===== src/rtl/deserializador_demux_pkg.sv =====
`default_nettype none
// ============================================================================
//  Module      : deserializador_demux_pkg
//  Description : Shared definitions for the serial-to-parallel capture block:
//                FSM state encodings (also reused by the game control unit
//                for state display) and the index-width helper.
//  Ports       : none (package)
//  Revision    : 1.0 - initial release
// ============================================================================
package deserializador_demux_pkg;

  // Fixed encodings; 2'b11 is unused and recovers to INICIAL.
  typedef enum logic [1:0] {
    INICIAL = 2'b00,
    RECEBE  = 2'b01,
    FIM     = 2'b10
  } estado_t;

  // Index width for an N-position demux. Clamped to 1 so a degenerate N
  // never yields a zero-width vector.
  function automatic int indice_w(input int n);
    return (n < 2) ? 1 : $clog2(n);
  endfunction

endpackage
`default_nettype wire


===== src/rtl/deserializador_demux_if.sv =====
`default_nettype none
// ============================================================================
//  Module      : deserializador_demux_if
//  Description : Bundle of the capture block's control/data signals.
//  Signals     : iniciar  - start/restart a word capture
//                amostra  - sample strobe
//                D        - serial data bit
//                Q        - assembled word (first bit in LSB)
//                indice   - position the next sample will write
//                ocupado  - high while receiving
//                pronto   - one-cycle pulse when a word is complete
//  Modports    : master (drives iniciar/amostra/D), slave (the capture block)
//  Revision    : 1.0 - initial release
// ============================================================================
interface deserializador_demux_if
  import deserializador_demux_pkg::*;
#(
  parameter int N = 4
) ();

  localparam int W = indice_w(N);

  logic         iniciar;
  logic         amostra;
  logic         D;
  logic [N-1:0] Q;
  logic [W-1:0] indice;
  logic         ocupado;
  logic         pronto;

  modport master (
    output iniciar, amostra, D,
    input  Q, indice, ocupado, pronto
  );

  modport slave (
    input  iniciar, amostra, D,
    output Q, indice, ocupado, pronto
  );

endinterface
`default_nettype wire


===== src/rtl/deserializador_demux_contador_m.sv =====
`default_nettype none
// ============================================================================
//  Module      : contador_m
//  Description : Modulo-N counter with synchronous clear and enable. The wrap
//                at N-1 is explicit, so non-power-of-two N never overflows
//                into unused codes.
//  Ports       : clock   - clock
//                reset   - synchronous active-high reset
//                clr_i   - synchronous clear (priority over enable)
//                en_i    - count enable
//                count_o - current count, 0..N-1
//                fim_o   - terminal count (count_o == N-1)
//  Revision    : 1.0 - initial release
// ============================================================================
module contador_m
  import deserializador_demux_pkg::*;
#(
  parameter int N = 4
) (
  input  wire logic                     clock,
  input  wire logic                     reset,
  input  wire logic                     clr_i,
  input  wire logic                     en_i,
  output logic      [indice_w(N)-1:0]   count_o,
  output logic                          fim_o
);

  localparam int W = indice_w(N);

  logic [W-1:0] count_q;
  logic [W-1:0] count_d;

  always_comb begin
    count_d = count_q;
    if (clr_i) begin
      count_d = '0;
    end else if (en_i) begin
      count_d = fim_o ? '0 : count_q + W'(1);
    end
  end

  always_ff @(posedge clock) begin
    if (reset) begin
      count_q <= '0;
    end else begin
      count_q <= count_d;
    end
  end

  assign count_o = count_q;
  assign fim_o   = (count_q == W'(N - 1));

endmodule
`default_nettype wire


===== src/rtl/deserializador_demux.sv =====
`default_nettype none
// ============================================================================
//  Module      : deserializador_demux
//  Description : Serial-to-parallel capture. Each sample strobe writes D into
//                Q[indice] (1:N demux) and advances indice; after N samples
//                the FSM visits FIM for one cycle, pulsing pronto with Q
//                complete and stable.
//  Ports       : clock - clock (rising edge)
//                reset - synchronous active-high reset
//                bus   - deserializador_demux_if.slave
//                        (iniciar, amostra, D in; Q, indice, ocupado, pronto out)
//  Revision    : 1.0 - initial release
// ============================================================================
module deserializador_demux
  import deserializador_demux_pkg::*;
#(
  parameter int N = 4
) (
  input  wire logic             clock,
  input  wire logic             reset,
  deserializador_demux_if.slave bus
);

  localparam int W = indice_w(N);

  estado_t      estado_q;
  estado_t      estado_d;
  logic [N-1:0] q_q;
  logic [N-1:0] q_d;
  logic [N-1:0] we;
  logic [W-1:0] indice;
  logic         fim_cont;
  logic         limpa;    // accepted iniciar: clear Q and index
  logic         avanca;   // accepted sample: write Q[indice], step index

  // --------------------------------------------------------------------------
  // FSM
  // --------------------------------------------------------------------------
  always_ff @(posedge clock) begin
    if (reset) begin
      estado_q <= INICIAL;
    end else begin
      estado_q <= estado_d;
    end
  end

  always_comb begin
    estado_d = estado_q;
    limpa    = 1'b0;
    avanca   = 1'b0;
    case (estado_q)
      INICIAL: begin
        if (bus.iniciar) begin
          estado_d = RECEBE;
          limpa    = 1'b1;
        end
      end
      RECEBE: begin
        // iniciar wins over amostra: the simultaneous sample is discarded.
        if (bus.iniciar) begin
          limpa = 1'b1;
        end else if (bus.amostra) begin
          avanca = 1'b1;
          if (fim_cont) begin
            estado_d = FIM;
          end
        end
      end
      FIM: begin
        // Going straight back to RECEBE keeps the word period at N+1.
        if (bus.iniciar) begin
          estado_d = RECEBE;
          limpa    = 1'b1;
        end else begin
          estado_d = INICIAL;
        end
      end
      default: estado_d = INICIAL;
    endcase
  end

  // --------------------------------------------------------------------------
  // Position counter; its terminal count closes the word.
  // --------------------------------------------------------------------------
  contador_m #(
    .N (N)
  ) u_contador (
    .clock   (clock),
    .reset   (reset),
    .clr_i   (limpa),
    .en_i    (avanca),
    .count_o (indice),
    .fim_o   (fim_cont)
  );

  // --------------------------------------------------------------------------
  // Demux write enables and word register
  // --------------------------------------------------------------------------
  for (genvar i = 0; i < N; i++) begin : g_we
    assign we[i] = avanca && (indice == W'(i));
  end

  always_comb begin
    q_d = q_q;
    if (limpa) begin
      q_d = '0;
    end else begin
      for (int i = 0; i < N; i++) begin
        if (we[i]) begin
          q_d[i] = bus.D;
        end
      end
    end
  end

  always_ff @(posedge clock) begin
    if (reset) begin
      q_q <= '0;
    end else begin
      q_q <= q_d;
    end
  end

  // Status outputs are pure decodes of the registered state.
  assign bus.Q       = q_q;
  assign bus.indice  = indice;
  assign bus.ocupado = (estado_q == RECEBE);
  assign bus.pronto  = (estado_q == FIM);

endmodule
`default_nettype wire


===== src/flat_wrapper.sv =====
// flat-port wrapper written by rule: the top's interface ports become plain ports
module deserializador_demux_flat import deserializador_demux_pkg::*;
#(
  parameter int N = 4
)
  (clock, reset, bus_iniciar, bus_amostra, bus_D, bus_Q, bus_indice, bus_ocupado, bus_pronto);
  deserializador_demux_if #(.N(N)) bus_i ();
  input  wire logic clock;
  input  wire logic reset;
  input wire logic [$bits(bus_i.iniciar)-1:0] bus_iniciar;
  input wire logic [$bits(bus_i.amostra)-1:0] bus_amostra;
  input wire logic [$bits(bus_i.D)-1:0] bus_D;
  output wire logic [$bits(bus_i.Q)-1:0] bus_Q;
  output wire logic [$bits(bus_i.indice)-1:0] bus_indice;
  output wire logic [$bits(bus_i.ocupado)-1:0] bus_ocupado;
  output wire logic [$bits(bus_i.pronto)-1:0] bus_pronto;
  assign bus_i.iniciar = bus_iniciar;
  assign bus_i.amostra = bus_amostra;
  assign bus_i.D = bus_D;
  assign bus_Q = bus_i.Q;
  assign bus_indice = bus_i.indice;
  assign bus_ocupado = bus_i.ocupado;
  assign bus_pronto = bus_i.pronto;
  deserializador_demux #(.N(N)) u_core (.clock(clock), .reset(reset), .bus(bus_i));
endmodule

===== config.mk =====
export PLATFORM = sky130hd
export DESIGN_NAME = deserializador_demux_flat
export DESIGN_NICKNAME = d
export VERILOG_FILES = /design/src/rtl/deserializador_demux_pkg.sv /design/src/rtl/deserializador_demux_if.sv /design/src/rtl/deserializador_demux_contador_m.sv /design/src/rtl/deserializador_demux.sv /design/src/flat_wrapper.sv
export SDC_FILE = /design/constraint.sdc
export NUM_CORES = 1
export LEC_CHECK = 0
export BUFFER_PORTS_ARGS = -buffer_cell sky130_fd_sc_hd__buf_4
export CAP_MARGIN = 10
export CORE_AREA = 2 2 39 41
export CTS_CLUSTER_SIZE = 30
export DETAILED_ROUTE_END_ITERATION = 10
export DIE_AREA = 0 0 41 43
export HOLD_SLACK_MARGIN = 0.08
export PLACE_DENSITY = 0.58
export SETUP_SLACK_MARGIN = 0.4
export SYNTH_ARGS = -nofsm -noshare
export SYNTH_HDL_FRONTEND = slang
export SYNTH_SLANG_ARGS = --single-unit
export TNS_END_PERCENT = 1

===== constraint.sdc =====
create_clock -name clock -period 1.95 [get_ports clock]
set_input_delay 0 -clock clock [delete_from_list [all_inputs] [get_ports clock]]
set_output_delay 0 -clock clock [all_outputs]
set_load 0.05 [all_outputs]

==> results of run 1 <==
[sequential cells by signal (all words and copies together) (netlist names)]
signal,count
u_core.u_contador.count_o,2
u_core.estado_q,2
u_core.bus.Q,4
[per-layer routing]
| layer | vias up | wire length [microns] |
|---|---|---|
| met1 | 152 | 353 |
| met5 | - | 0 |
| met2 | 11 | 370 |
| li1 | 180 | - |
| met3 | 0 | 56 |
| met4 | 0 | 0 |
[tightest hold or removal path: stages]
cell                       delay (ns)
sky130_fd_sc_hd__buf_4           0.08
sky130_fd_sc_hd__nand2_1         0.04
sky130_fd_sc_hd__a21oi_1         0.14
sky130_fd_sc_hd__a211oi_1        0.05
[power breakdown]
part / internal [mW] / total (mW) / switching [mW]
clock network: 0.0704 / 0.127 / 0.0562
registers: 0.166 / 0.169 / 0.00286
logic: 0.0191 / 0.0387 / 0.0195
total: 0.255 / 0.334 / 0.0785
[kinds of logic after synthesis]
kind of cell	count (synthesis)	share of synthesized area (%)
AND/OR/NAND/NOR	17	23.5
AO/OA/AOI/OAI	4	7.34
flip-flops	8	39.1
adder cells (fa/ha/maj)	4	12.2
multiplexers	6	14.7
buffers and inverters	3	3.06
[worst max path at each step]
stage                                               from                                   endpoint  slack, ns
6_report                                     bus_iniciar  u_core.u_contador.count_o[0]$_SDFFE_PP0P_       0.72
2_1_floorplan  u_core.u_contador.count_o[0]$_SDFFE_PP0P_  u_core.u_contador.count_o[1]$_SDFFE_PP0P_       0.55
3_5_place_dp             u_core.estado_q[0]$_SDFFE_PP0P_  u_core.u_contador.count_o[0]$_SDFFE_PP0P_       0.78
4_1_cts                                      bus_iniciar  u_core.u_contador.count_o[0]$_SDFFE_PP0P_       0.73
3_3_place_gp             u_core.estado_q[0]$_SDFFE_PP0P_  u_core.u_contador.count_o[0]$_SDFFE_PP0P_       0.79
5_1_grt                                      bus_iniciar  u_core.u_contador.count_o[0]$_SDFFE_PP0P_       0.60
[cell type report]
| cell class | instances | area [sq um] | area share [%] |
|---|---|---|---|
| sequential | 8 | 160 | 28.4 |
| timing repair buffer | 15 | 118 | 20.8 |
| multi-input combinational | 31 | 236 | 41.9 |
| tap | 16 | 20.0 | 3.55 |
| clock buffer | 3 | 22.5 | 3.99 |
| inverter | 2 | 7.51 | 1.33 |
[through the flow]
step	util (%)	hold WS [ns]	worst slack, ns
floorplan	-	0.0724	0.545
global placement	37.7	0.241	0.793
detailed placement	37.7	0.242	0.777
CTS	40.8	0.108	0.733
global route	40.8	0.108	0.599
finish	40.8	0.117	0.715
[cells in the final DEF (no fill, tap or decap)]
cell type / n
sky130_fd_sc_hd__buf_4: 13
sky130_fd_sc_hd__dfxtp_1: 8
sky130_fd_sc_hd__mux2i_1: 6
sky130_fd_sc_hd__nand2_1: 5
sky130_fd_sc_hd__nand3b_1: 5
sky130_fd_sc_hd__ha_1: 4
sky130_fd_sc_hd__clkbuf_4: 3
sky130_fd_sc_hd__nor2b_1: 2
sky130_fd_sc_hd__inv_1: 2
sky130_fd_sc_hd__nor2_1: 2
sky130_fd_sc_hd__nor3_1: 2
sky130_fd_sc_hd__dlygate4sd3_1: 2
sky130_fd_sc_hd__a21oi_1: 1
sky130_fd_sc_hd__a211oi_1: 1
sky130_fd_sc_hd__a21bo_2: 1
sky130_fd_sc_hd__nor4bb_1: 1
sky130_fd_sc_hd__a21boi_0: 1
==> impl_table.tex, run 1 <==
\begin{tabular}{lr}
\hline
Metric & Value \\
\hline
\multicolumn{2}{l}{\textbf{Logic synthesis}} \\
Proportion of synthesized chip area in sequential cells & 39.1\% \\
Most instantiated flip-flop cell in the synthesis netlist & sky130\_fd\_sc\_hd\_\_dfxtp\_1 \\
Post-synthesis instance area & $\sim$410 sq um \\
Synthesis Warnings & 0 \\
Synth async-reset ratio & 0\% \\
Most area-consuming cells after synthesis & sky130\_fd\_sc\_hd\_\_dfxtp\_1 39\%, sky130\_fd\_sc\_hd\_\_mux2i\_1 15\%, sky130\_fd\_sc\_hd\_\_ha\_1 12\% \\
Post-Syn Instances & between 40 and 50 \\
Number of different library cells in the post-synthesis netlist & 15 \\
Number of synthesized flops with an enable pin & 0 \\
List of most frequent post-synthesis cells & 8 x sky130\_fd\_sc\_hd\_\_dfxtp\_1, 6 x sky130\_fd\_sc\_hd\_\_mux2i\_1, 5 x sky130\_fd\_sc\_hd\_\_nand2\_1, 5 x sky130\_fd\_sc\_hd\_\_nand3b\_1, 4 x sky130\_fd\_sc\_hd\_\_ha\_1 \\
Most frequently used cell type in the post-synthesis netlist & sky130\_fd\_sc\_hd\_\_dfxtp\_1 \\
Number of synthesized register bits & 8 \\
Cell taking the most area after synthesis & sky130\_fd\_sc\_hd\_\_dfxtp\_1 \\
Mean Syn Cell Area & 9.74 sq um \\
Synth top area share & just under 40\% \\
Post-Syn Nets & 51 \\
\multicolumn{2}{l}{\textbf{Clock network}} \\
Hold\_buf cts & 2 \\
Number of buffers inserted by post-CTS setup repair & 0 \\
Number of buffers added by the clock tree synthesis step & 3 \\
CTS sink count & 8 \\
Clock root cell & sky130\_fd\_sc\_hd\_\_clkbuf\_4 \\
Longest Clk Path Bufs & 2 \\
Htree depth & 1 \\
Clock latency reported for the late side of the worst-skew pair & 0.25 ns \\
CTS tree & yes \\
Reg clk slew, reported paths & about 0.060 ns \\
Number of gates resized after cts & 0 \\
\multicolumn{2}{l}{\textbf{Worst setup path}} \\
Crit-path max FO & 6 \\
Most Frequent Cell on Critical Path & sky130\_fd\_sc\_hd\_\_buf\_4 \\
Buffer and inverter count on the worst path & 3 \\
Register-to-register setup slack & $\sim$0.75 ns \\
Instance count on the critical path & 6 \\
Origin of the critical flop-to-flop path & u\_core.estado\_q[0]\$\_SDFFE\_PP0P\_ \\
Kind of end point of the critical path & flop \\
Arrival time of data at the critical path endpoint & 1.37 ns \\
Nature of the critical path startpoint & input pin \\
Series of cell instances along the critical path & dlygate4sd3\_1, buf\_4, nor4bb\_1, buf\_4, mux2i\_1, nor3\_1 \\
Kind of critical path & input pin to flop \\
Cell family contributing the most delay on the critical path & buffers and inverters \\
R2r endpoint & u\_core.u\_contador.count\_o[0]\$\_SDFFE\_PP0P\_ \\
Data required time of the worst path & 2.08 ns \\
Largest stage delay on the critical path & about 0.54 ns \\
Logic depth of the worst register-to-register path & 4 \\
Slowest CP cell & sky130\_fd\_sc\_hd\_\_dlygate4sd3\_1 \\
\multicolumn{2}{l}{\textbf{Pwr}} \\
Ratio of total power to cell area & 591 nW/um\^{}2 \\
Worst supply voltage drop on vdd & 299 uV \\
Total power of the final layout & 0.334 mW \\
Leakage power of the design & roughly 0.26 nW \\
\multicolumn{2}{l}{\textbf{Die}} \\
DIE AREA & 1760 sq um \\
Top Ports & 13 \\
Starting density of the core & 29.6\% \\
Vertical die dimension & 43 microns \\
Number of placement rows & 14 \\
Chip width & 41 microns \\
Area of the core & 1380 sq um \\
\multicolumn{2}{l}{\textbf{Drt}} \\
WL per Instance & 10.4 microns \\
Iteration-0 DRC count of the detailed router & 6 \\
DRC violation count after routing & 0 \\
DRT Wirelength & between 700 and 800 microns \\
Post-route antenna net violation count & 0 \\
Pre-antenna DRT Iters & 4 \\
Total via count after detailed routing & 343 \\
Number of vias per cell after detailed routing & around 4.6 \\
\multicolumn{2}{l}{\textbf{Timing}} \\
Tightest Pin Transition & around 0.31 ns \\
Final hold violation count & 0 \\
Max-slew headroom & 78.8\% \\
Final period demand of the worst path & between 1 and 1.5 ns \\
Setup repair after global routing missed its margin & no \\
Final-layout setup total negative slack & 0 ns \\
Final worst path period share & a little over three fifths \\
Final Max Tran Viols & 0 \\
Final setup viols & 0 \\
Max frequency & 810 MHz \\
Clk\_skew & 0.00352 ns \\
\multicolumn{2}{l}{\textbf{Placed design}} \\
Cell area reported after detailed placement & 522 sq um \\
Detailed placer's ending HPWL & about 580 microns \\
Routability cong. & 0.705 \\
Number of buffer cells added on primary ports & 12 \\
Placed Cells incl. Taps & 70 \\
\multicolumn{2}{l}{\textbf{Hold path}} \\
Hold path startpoint & bus\_amostra \\
Worst Hold Path Cells & 4 \\
Hold Path End & u\_core.estado\_q[0]\$\_SDFFE\_PP0P\_ \\
Type of the tightest min-delay check & input pin to flop \\
\multicolumn{2}{l}{\textbf{Global route}} \\
Initial antenna violation count & 0 \\
Via count of the first global-routing pass & 309 \\
Overall global routing resource usage & 11.8\% \\
First-pass GRT wire length & 1350 microns \\
Global-route track usage on met3 & under 10\% \\
Most utilized layer in the global route result & met2 \\
Fraction of met2 tracks used by global routing & 16.6\% \\
Maximum number of pins on one net before global-route repair & 10 \\
Met1 usage in global routing & 13.9\% \\
GRT Residual Overflow & 0 \\
\multicolumn{2}{l}{\textbf{Layout}} \\
Share of post-route cells with drive strength above 1 & 28.8\% \\
Fin area & about 560 sq um \\
Filler cell count in the final layout & 154 \\
Antenna diode count & 0 \\
Final std cells w/o fill & 75 \\
Final net count & 70 \\
Growth of design area from synthesis to finish & 37.9\% \\
\multicolumn{2}{l}{\textbf{Outcome}} \\
Outcome & finished, final reports clean \\
\multicolumn{2}{l}{\textbf{Flow run}} \\
Number of max-cap violations & 0 \\
\hline
\end{tabular}
No activity file was read; power rests on OpenSTA's default activity.
==> run 2, diff against run 1 <==
- ABC_AREA: not set -> 1
- PLACE_DENSITY: 0.58 -> 0.62
- clock period: 1.95 -> 1.3 ns (I/O delays scaled with it)
==> run 2 against run 1 <==
Effect of this change: worst hold slack got worse by 0.068 ns; sequential share of layout area fell by 5.3 points; worst setup slack got worse by 0.40 ns; synthesized area rose by 13%.
==> impl_table.tex, run 2 <==
\begin{tabular}{lr}
\hline
Metric & Value \\
\hline
\multicolumn{2}{l}{\textbf{Worst setup path}} \\
Kind of end point of the critical path & flop \\
Arrival time of data at the critical path endpoint & 1.13 ns \\
Register-to-register setup slack & 0.32 ns \\
R2r endpoint & u\_core.bus.Q[3]\$\_SDFFE\_PP0P\_ \\
Data required time of the worst path & between 1 and 1.5 ns \\
Logic depth of the worst register-to-register path & 6 \\
Kind of critical path & flop to flop \\
Nature of the critical path startpoint & flop \\
Origin of the critical flop-to-flop path & u\_core.u\_contador.count\_o[0]\$\_SDFFE\_PP0P\_ \\
Crit path from & u\_core.u\_contador.count\_o[0]\$\_SDFFE\_PP0P\_ \\
Critical path endpoint & u\_core.bus.Q[3]\$\_SDFFE\_PP0P\_ \\
Crit-path max FO & 5 \\
\multicolumn{2}{l}{\textbf{Timing}} \\
Final setup viols & 0 \\
Clk\_skew & $\sim$0.0031 ns \\
Final-layout setup total negative slack & 0 ns \\
Tightest Pin Transition & between 0.2 and 0.25 ns \\
Final hold violation count & 0 \\
Post-Route Hold Slack & 0.0489 ns \\
Final Max Tran Viols & 0 \\
Max frequency & 1020 MHz \\
Max-slew headroom & 86.3\% \\
Setup repair after global routing missed its margin & yes \\
Final period demand of the worst path & just under 1 ns \\
Final worst path period share & about three quarters \\
\multicolumn{2}{l}{\textbf{Logic synthesis}} \\
Combinational family with the most area after synthesis & simple AND/OR/NAND/NOR gates \\
Synthesis Warnings & 0 \\
Most instantiated flip-flop cell in the synthesis netlist & sky130\_fd\_sc\_hd\_\_dfxtp\_1 \\
Synth top area share & 34.8\% \\
Xor and xnor area share after synthesis & 0\% \\
Synth async-reset ratio & 0\% \\
Most area-consuming cells after synthesis & sky130\_fd\_sc\_hd\_\_dfxtp\_1 35\%, sky130\_fd\_sc\_hd\_\_ha\_1 11\%, sky130\_fd\_sc\_hd\_\_nor2\_1 9.0\% \\
Post-Syn Instances & 64 \\
Synthesized-area fraction occupied by ao, oa, aoi and oai cells & 7.61\% \\
Number of synthesized flops with an enable pin & 0 \\
Number of different library cells in the post-synthesis netlist & 17 \\
Number of synthesized register bits & 8 \\
Post-synthesis instance area & 460 sq um \\
Portion of netlist area occupied by mux cells & 0\% \\
Mean Syn Cell Area & 7.19 sq um \\
Adder-Cell Fraction of Synth Area & 10.9\% \\
Proportion of synthesized chip area in sequential cells & 34.8\% \\
Simple-gate portion of the synthesized area & 35.9\% \\
Post-Syn Nets & 73 \\
List of most frequent post-synthesis cells & 11 x sky130\_fd\_sc\_hd\_\_nor2\_1, 10 x sky130\_fd\_sc\_hd\_\_inv\_1, 10 x sky130\_fd\_sc\_hd\_\_nand2\_1, 8 x sky130\_fd\_sc\_hd\_\_dfxtp\_1, 7 x sky130\_fd\_sc\_hd\_\_nand3\_1 \\
Cell taking the most area after synthesis & sky130\_fd\_sc\_hd\_\_dfxtp\_1 \\
Most frequently used cell type in the post-synthesis netlist & sky130\_fd\_sc\_hd\_\_nor2\_1 \\
\multicolumn{2}{l}{\textbf{Placed design}} \\
Detailed placer's ending HPWL & between 600 and 700 microns \\
Number of buffer cells added on primary ports & 12 \\
Routability cong. & 0.715 \\
Cell area reported after detailed placement & 598 sq um \\
Placed Cells incl. Taps & between 90 and 100 \\
\multicolumn{2}{l}{\textbf{Drt}} \\
DRC violation count after routing & 0 \\
Number of vias per cell after detailed routing & 4.49 \\
Iteration-0 DRC count of the detailed router & 5 \\
Pre-antenna DRT Iters & 3 \\
Total via count after detailed routing & 462 \\
DRT Wirelength & 921 microns \\
Post-route antenna net violation count & 0 \\
WL per Instance & around 8.9 microns \\
\multicolumn{2}{l}{\textbf{Layout}} \\
Final net count & 97 \\
Growth of design area from synthesis to finish & 59.8\% \\
Flip-flop count of the largest register, all copies and words added & 4 \\
Fin area & 736 sq um \\
Final std cells w/o fill & about 100 \\
Most frequent cells in the layout & 16 x sky130\_fd\_sc\_hd\_\_buf\_4, 10 x sky130\_fd\_sc\_hd\_\_nand2\_1, 10 x sky130\_fd\_sc\_hd\_\_nor2\_1 \\
Leading cell type in the layout, fill and taps excluded & sky130\_fd\_sc\_hd\_\_buf\_4 \\
Share of post-route cells with drive strength above 1 & 49.4\% \\
Antenna diode count & 0 \\
\multicolumn{2}{l}{\textbf{Pwr}} \\
Part of the total power dissipated in combinational logic & 18.6\% \\
Total power of the final layout & $\sim$0.57 mW \\
Clock share of power & 36.9\% \\
Worst supply voltage drop on vdd & 355 uV \\
Share of power burned in registers & 44.5\% \\
Design internal power & 0.411 mW \\
Switching share of power & 28.0\% \\
Switch Pwr & between 0.15 and 0.2 mW \\
Ratio of total power to cell area & 776 nW/um\^{}2 \\
Leakage power of the design & around 0.31 nW \\
\multicolumn{2}{l}{\textbf{Global route}} \\
Fraction of met2 tracks used by global routing & 18.4\% \\
Maximum number of pins on one net before global-route repair & 7 \\
Via count of the first global-routing pass & 373 \\
First-pass GRT wire length & 1500 microns \\
Most utilized layer in the global route result & met2 \\
Overall global routing resource usage & a little over an eighth \\
Initial antenna violation count & 0 \\
Met1 usage in global routing & around 16\% \\
GRT Residual Overflow & 0 \\
Global-route track usage on met3 & about 8\% \\
\multicolumn{2}{l}{\textbf{Hold path}} \\
Type of the tightest min-delay check & input pin to flop \\
\multicolumn{2}{l}{\textbf{Die}} \\
Area of the core & 1380 sq um \\
Starting density of the core & between 30\% and 40\% \\
DIE AREA & 1760 sq um \\
Chip width & 41 microns \\
Vertical die dimension & between 40 and 50 microns \\
Number of placement rows & 14 \\
Top Ports & 13 \\
\multicolumn{2}{l}{\textbf{Clock network}} \\
Number of buffers added by the clock tree synthesis step & 3 \\
Htree depth & 1 \\
CTS sink count & 8 \\
Reg clk slew, reported paths & 0.06 ns \\
Clock latency reported for the late side of the worst-skew pair & $\sim$0.26 ns \\
Clock root cell & sky130\_fd\_sc\_hd\_\_clkbuf\_4 \\
CTS tree & yes \\
Longest Clk Path Bufs & 2 \\
Hold\_buf cts & 2 \\
\multicolumn{2}{l}{\textbf{Flow run}} \\
Number of max-cap violations & 0 \\
\multicolumn{2}{l}{\textbf{Outcome}} \\
Outcome & finished, final reports clean \\
\hline
\end{tabular}
==> run 2: worst min-delay path by stage <==
stage / end / cells after the start / start / slack (ns)
floorplan: u_core.estado_q[0]$_SDFFE_PP0P_ / 1 / reset / 0.07
global placement: u_core.estado_q[0]$_SDFFE_PP0P_ / 2 / reset / 0.20
detailed placement: u_core.estado_q[0]$_SDFFE_PP0P_ / 2 / reset / 0.20
CTS: u_core.u_contador.count_o[1]$_SDFFE_PP0P_ / 4 / bus_iniciar / 0.04
global route: u_core.estado_q[1]$_SDFFE_PP0P_ / 4 / bus_iniciar / 0.07
finish: u_core.u_contador.count_o[1]$_SDFFE_PP0P_ / 4 / bus_iniciar / 0.05
==> run 2: what timing repair did <==
action / 4_1_cts / 5_1_grt
resized for setup: 8 / 6
pin swaps: 4 / 5
endpoints found under the hold margin: 8 / 5
setup endpoints to repair: 8 / 9
setup buffers: 4 / 1
gates cloned: 0 / 0
==> run 2: cells by family (layout without fill, tap and decap cells) <==
group,after synthesis,after routing
adders and majority gates,4,4
and+or+nand+nor,35,35
DFF,8,8
AOI/OAI and AO/OA,4,4
buffers and inverters,13,36
==> run 2: per-stage QoR <==
stage / setup slack [ns] / utilization [%]
CTS: 0.323 / 51.0
global route: 0.278 / 53.2
finish: 0.320 / 53.2
floorplan: 0.233 / -
detailed placement: 0.305 / 43.2
global placement: 0.277 / 43.2
==> run 2: layout make-up <==
class | count | area [sq um]
Timing Repair Buffer | 19 | 155
Fill cell | 134 | 648
Sequential cell | 8 | 170
Tap cell | 16 | 20.0
Clock buffer | 4 | 26.3
Multi-Input combinational cell | 43 | 305
Inverter | 13 | 58.8
==> run 2: power by group through the flow <==
stage / Combinational (mW) / Clock (mW) / Sequential (mW)
floorplan: 0.0478 / 0 / 0.263
global placement: 0.0815 / 0 / 0.258
detailed placement: 0.0812 / 0 / 0.258
CTS: 0.0998 / 0.220 / 0.253
global route: 0.115 / 0.236 / 0.254
finish: 0.106 / 0.211 / 0.254
==> run 2: critical path: stages (launching register included) <==
cell and delay, ns:
sky130_fd_sc_hd__dfxtp_4 0.39, sky130_fd_sc_hd__ha_4 0.16, sky130_fd_sc_hd__nand3_4 0.08, sky130_fd_sc_hd__nor2_4 0.11, sky130_fd_sc_hd__nand2_1 0.05, sky130_fd_sc_hd__nand2_1 0.05
sky130_fd_sc_hd__nor2_1 0.03
==> run 2: per-layer routing <==
layer,vias up,wire length [microns],part of all wire [%]
li1,240,-,-
met1,208,405,44
met2,12,437,47
met3,2,70,7.6
met4,0,8,0.87
met5,-,0,0
==> run 3, diff against run 2 <==
- PLACE_DENSITY: 0.62 -> 0.64
- clock period: 1.3 -> 0.9 ns (I/O delays scaled with it)
==> run 3 against run 2 <==
Effect of this change: the flow now finishes with violations (hold timing, setup timing); cell count fell by 0.97%; clock power rose by 34%; via count fell by 2.2%; register-to-register slack got worse by 0.40 ns; critical endpoint is now u_core.u_contador.count_o[1]$_SDFFE_PP0P_; largest power group unchanged.
==> impl_table.tex, run 3 (synthesis results as in run 2) <==
\begin{tabular}{lr}
\hline
Metric & Value \\
\hline
\multicolumn{2}{l}{\textbf{Placed design}} \\
Placed Cells incl. Taps & 96 \\
Cell area reported after detailed placement & approximately 630 sq um \\
Routability cong. & around 0.79 \\
Placement Setup Slack & -0.0905 ns \\
Detailed placer's ending HPWL & 690 microns \\
Number of buffer cells added on primary ports & 12 \\
\multicolumn{2}{l}{\textbf{Pwr}} \\
Worst supply voltage drop on vdd & approximately 600 uV \\
Total power of the final layout & 0.807 mW \\
Ratio of total power to cell area & 1020 nW/um\^{}2 \\
Leakage power of the design & 0.318 nW \\
\multicolumn{2}{l}{\textbf{Timing}} \\
Tightest Pin Transition & 0.266 ns \\
Final setup viols & 10 \\
Post-Route Hold Slack & -0.0648 ns \\
Clk\_skew & 0.00466 ns \\
Final Max Tran Viols & 0 \\
Final-layout setup total negative slack & -0.383 ns \\
Final worst path period share & 109\% \\
Setup WS post-layout & -0.0848 ns \\
Max-slew headroom & 82.2\% \\
Final hold violation count & 2 \\
Final period demand of the worst path & between 0.9 and 1 ns \\
Max frequency & 1020 MHz \\
Setup repair after global routing missed its margin & yes \\
\multicolumn{2}{l}{\textbf{Die}} \\
Starting density of the core & 33.3\% \\
Top Ports & 13 \\
DIE AREA & 1760 sq um \\
Area of the core & 1380 sq um \\
Chip width & 41 microns \\
Vertical die dimension & approximately 43 microns \\
Number of placement rows & 14 \\
\multicolumn{2}{l}{\textbf{Layout}} \\
Fin area & 791 sq um \\
Final std cells w/o fill & between 100 and 150 \\
Final net count & 97 \\
Share of post-route cells with drive strength above 1 & 54.7\% \\
Growth of design area from synthesis to finish & 71.7\% \\
Leading cell type in the layout, fill and taps excluded & sky130\_fd\_sc\_hd\_\_buf\_4 \\
Flip-flop count of the largest register, all copies and words added & 4 \\
Most frequent cells in the layout & 11 x sky130\_fd\_sc\_hd\_\_buf\_4, 10 x sky130\_fd\_sc\_hd\_\_nand2\_1, 10 x sky130\_fd\_sc\_hd\_\_nor2\_1 \\
Fraction of the core area covered by cells at the end of the flow & 57.1\% \\
Antenna diode count & 0 \\
\multicolumn{2}{l}{\textbf{Outcome}} \\
Violations in the final reports & hold timing, setup timing \\
Outcome & complete, but fails checks \\
\multicolumn{2}{l}{\textbf{Drt}} \\
WL per Instance & 9.98 microns \\
DRT Wirelength & between 1000 and 1500 microns \\
Post-route antenna net violation count & 0 \\
Number of vias per cell after detailed routing & between 4 and 5 \\
Pre-antenna DRT Iters & 4 \\
Total via count after detailed routing & 452 \\
Iteration-0 DRC count of the detailed router & 5 \\
DRC violation count after routing & 0 \\
\multicolumn{2}{l}{\textbf{Clock network}} \\
Reg clk slew, reported paths & 0.06 ns \\
Longest Clk Path Bufs & 2 \\
Clock root cell & sky130\_fd\_sc\_hd\_\_clkbuf\_4 \\
Clock latency reported for the late side of the worst-skew pair & 0.26 ns \\
CTS tree & yes \\
CTS sink count & 8 \\
Number of buffers added by the clock tree synthesis step & 3 \\
Htree depth & 1 \\
\multicolumn{2}{l}{\textbf{Worst setup path}} \\
Kind of critical path & flop to flop \\
Kind of end point of the critical path & flop \\
Largest stage delay on the critical path & 0.39 ns \\
Origin of the critical flop-to-flop path & u\_core.u\_contador.count\_o[0]\$\_SDFFE\_PP0P\_ \\
Slowest CP cell & sky130\_fd\_sc\_hd\_\_dfxtp\_4 \\
Crit-path max FO & 4 \\
Crit path from & u\_core.u\_contador.count\_o[0]\$\_SDFFE\_PP0P\_ \\
Data required time of the worst path & 1.04 ns \\
Series of cell instances along the critical path & inv\_4, ha\_4, nor3\_2, nor2\_1 \\
Arrival time of data at the critical path endpoint & 1.13 ns \\
Nature of the critical path startpoint & flop \\
\multicolumn{2}{l}{\textbf{Global route}} \\
Overall global routing resource usage & 14.3\% \\
Initial antenna violation count & 0 \\
GRT Residual Overflow & 0 \\
Via count of the first global-routing pass & 387 \\
First-pass GRT wire length & between 1500 and 2000 microns \\
Maximum number of pins on one net before global-route repair & 7 \\
\multicolumn{2}{l}{\textbf{Flow run}} \\
Number of max-cap violations & 0 \\
\multicolumn{2}{l}{\textbf{Hold path}} \\
Type of the tightest min-delay check & input pin to flop \\
Hold path startpoint & reset \\
\hline
\end{tabular}
==> run 3: final timing paths <==
kind	to	slack, ns	depth (start not counted)
worst max register to register	u_core.u_contador.count_o[1]$_SDFFE_PP0P_	-0.08	4
worst max-delay path	u_core.u_contador.count_o[1]$_SDFFE_PP0P_	-0.08	4
worst min-delay path	u_core.estado_q[0]$_SDFFE_PP0P_	-0.06	2
worst min register to register	u_core.bus.Q[3]$_SDFFE_PP0P_	0.48	2
==> run 3: area by class of cell <==
| class | count | area (sq um) |
|---|---|---|
| Clock buffer | 3 | 22.5 |
| Sequential cell | 8 | 170 |
| Timing Repair Buffer | 19 | 184 |
| Fill cell | 129 | 593 |
| Multi-Input combinational cell | 43 | 335 |
| Tap cell | 16 | 20.0 |
| Inverter | 13 | 58.8 |
==> run 3: critical path, delay by kind of cell, from the launching register on <==
kind / cells / cell delay [ns]
fa+ha+maj: 1 / 0.23
buf+inv: 1 / 0.06
flops: 1 / 0.39
simple gates: 2 / 0.20
==> run 3: per-layer routing <==
metal	GRT usage (%)	vias to the layer above	routed length [microns]
met4	12.0	0	36
met3	4.71	4	68
met5	0	-	0
met1	17.2	197	427
li1	-	240	-
met2	19.4	11	486
==> run 3: repair_timing <==
| action | in CTS | in global routing |
|---|---|---|
| pin swaps | 6 | 12 |
| setup buffers | 3 | 0 |
| hold endpoints to repair | 8 | 8 |
| gates cloned | 0 | 0 |
| setup endpoints to repair | 16 | 16 |
| gates resized for setup | 15 | 12 |
==> run 3: report_power, final <==
part	internal [mW]	switching (mW)
Clock	0.153	0.130
Combinational	0.0659	0.0912
Sequential	0.356	0.0100
Total	0.576	0.231
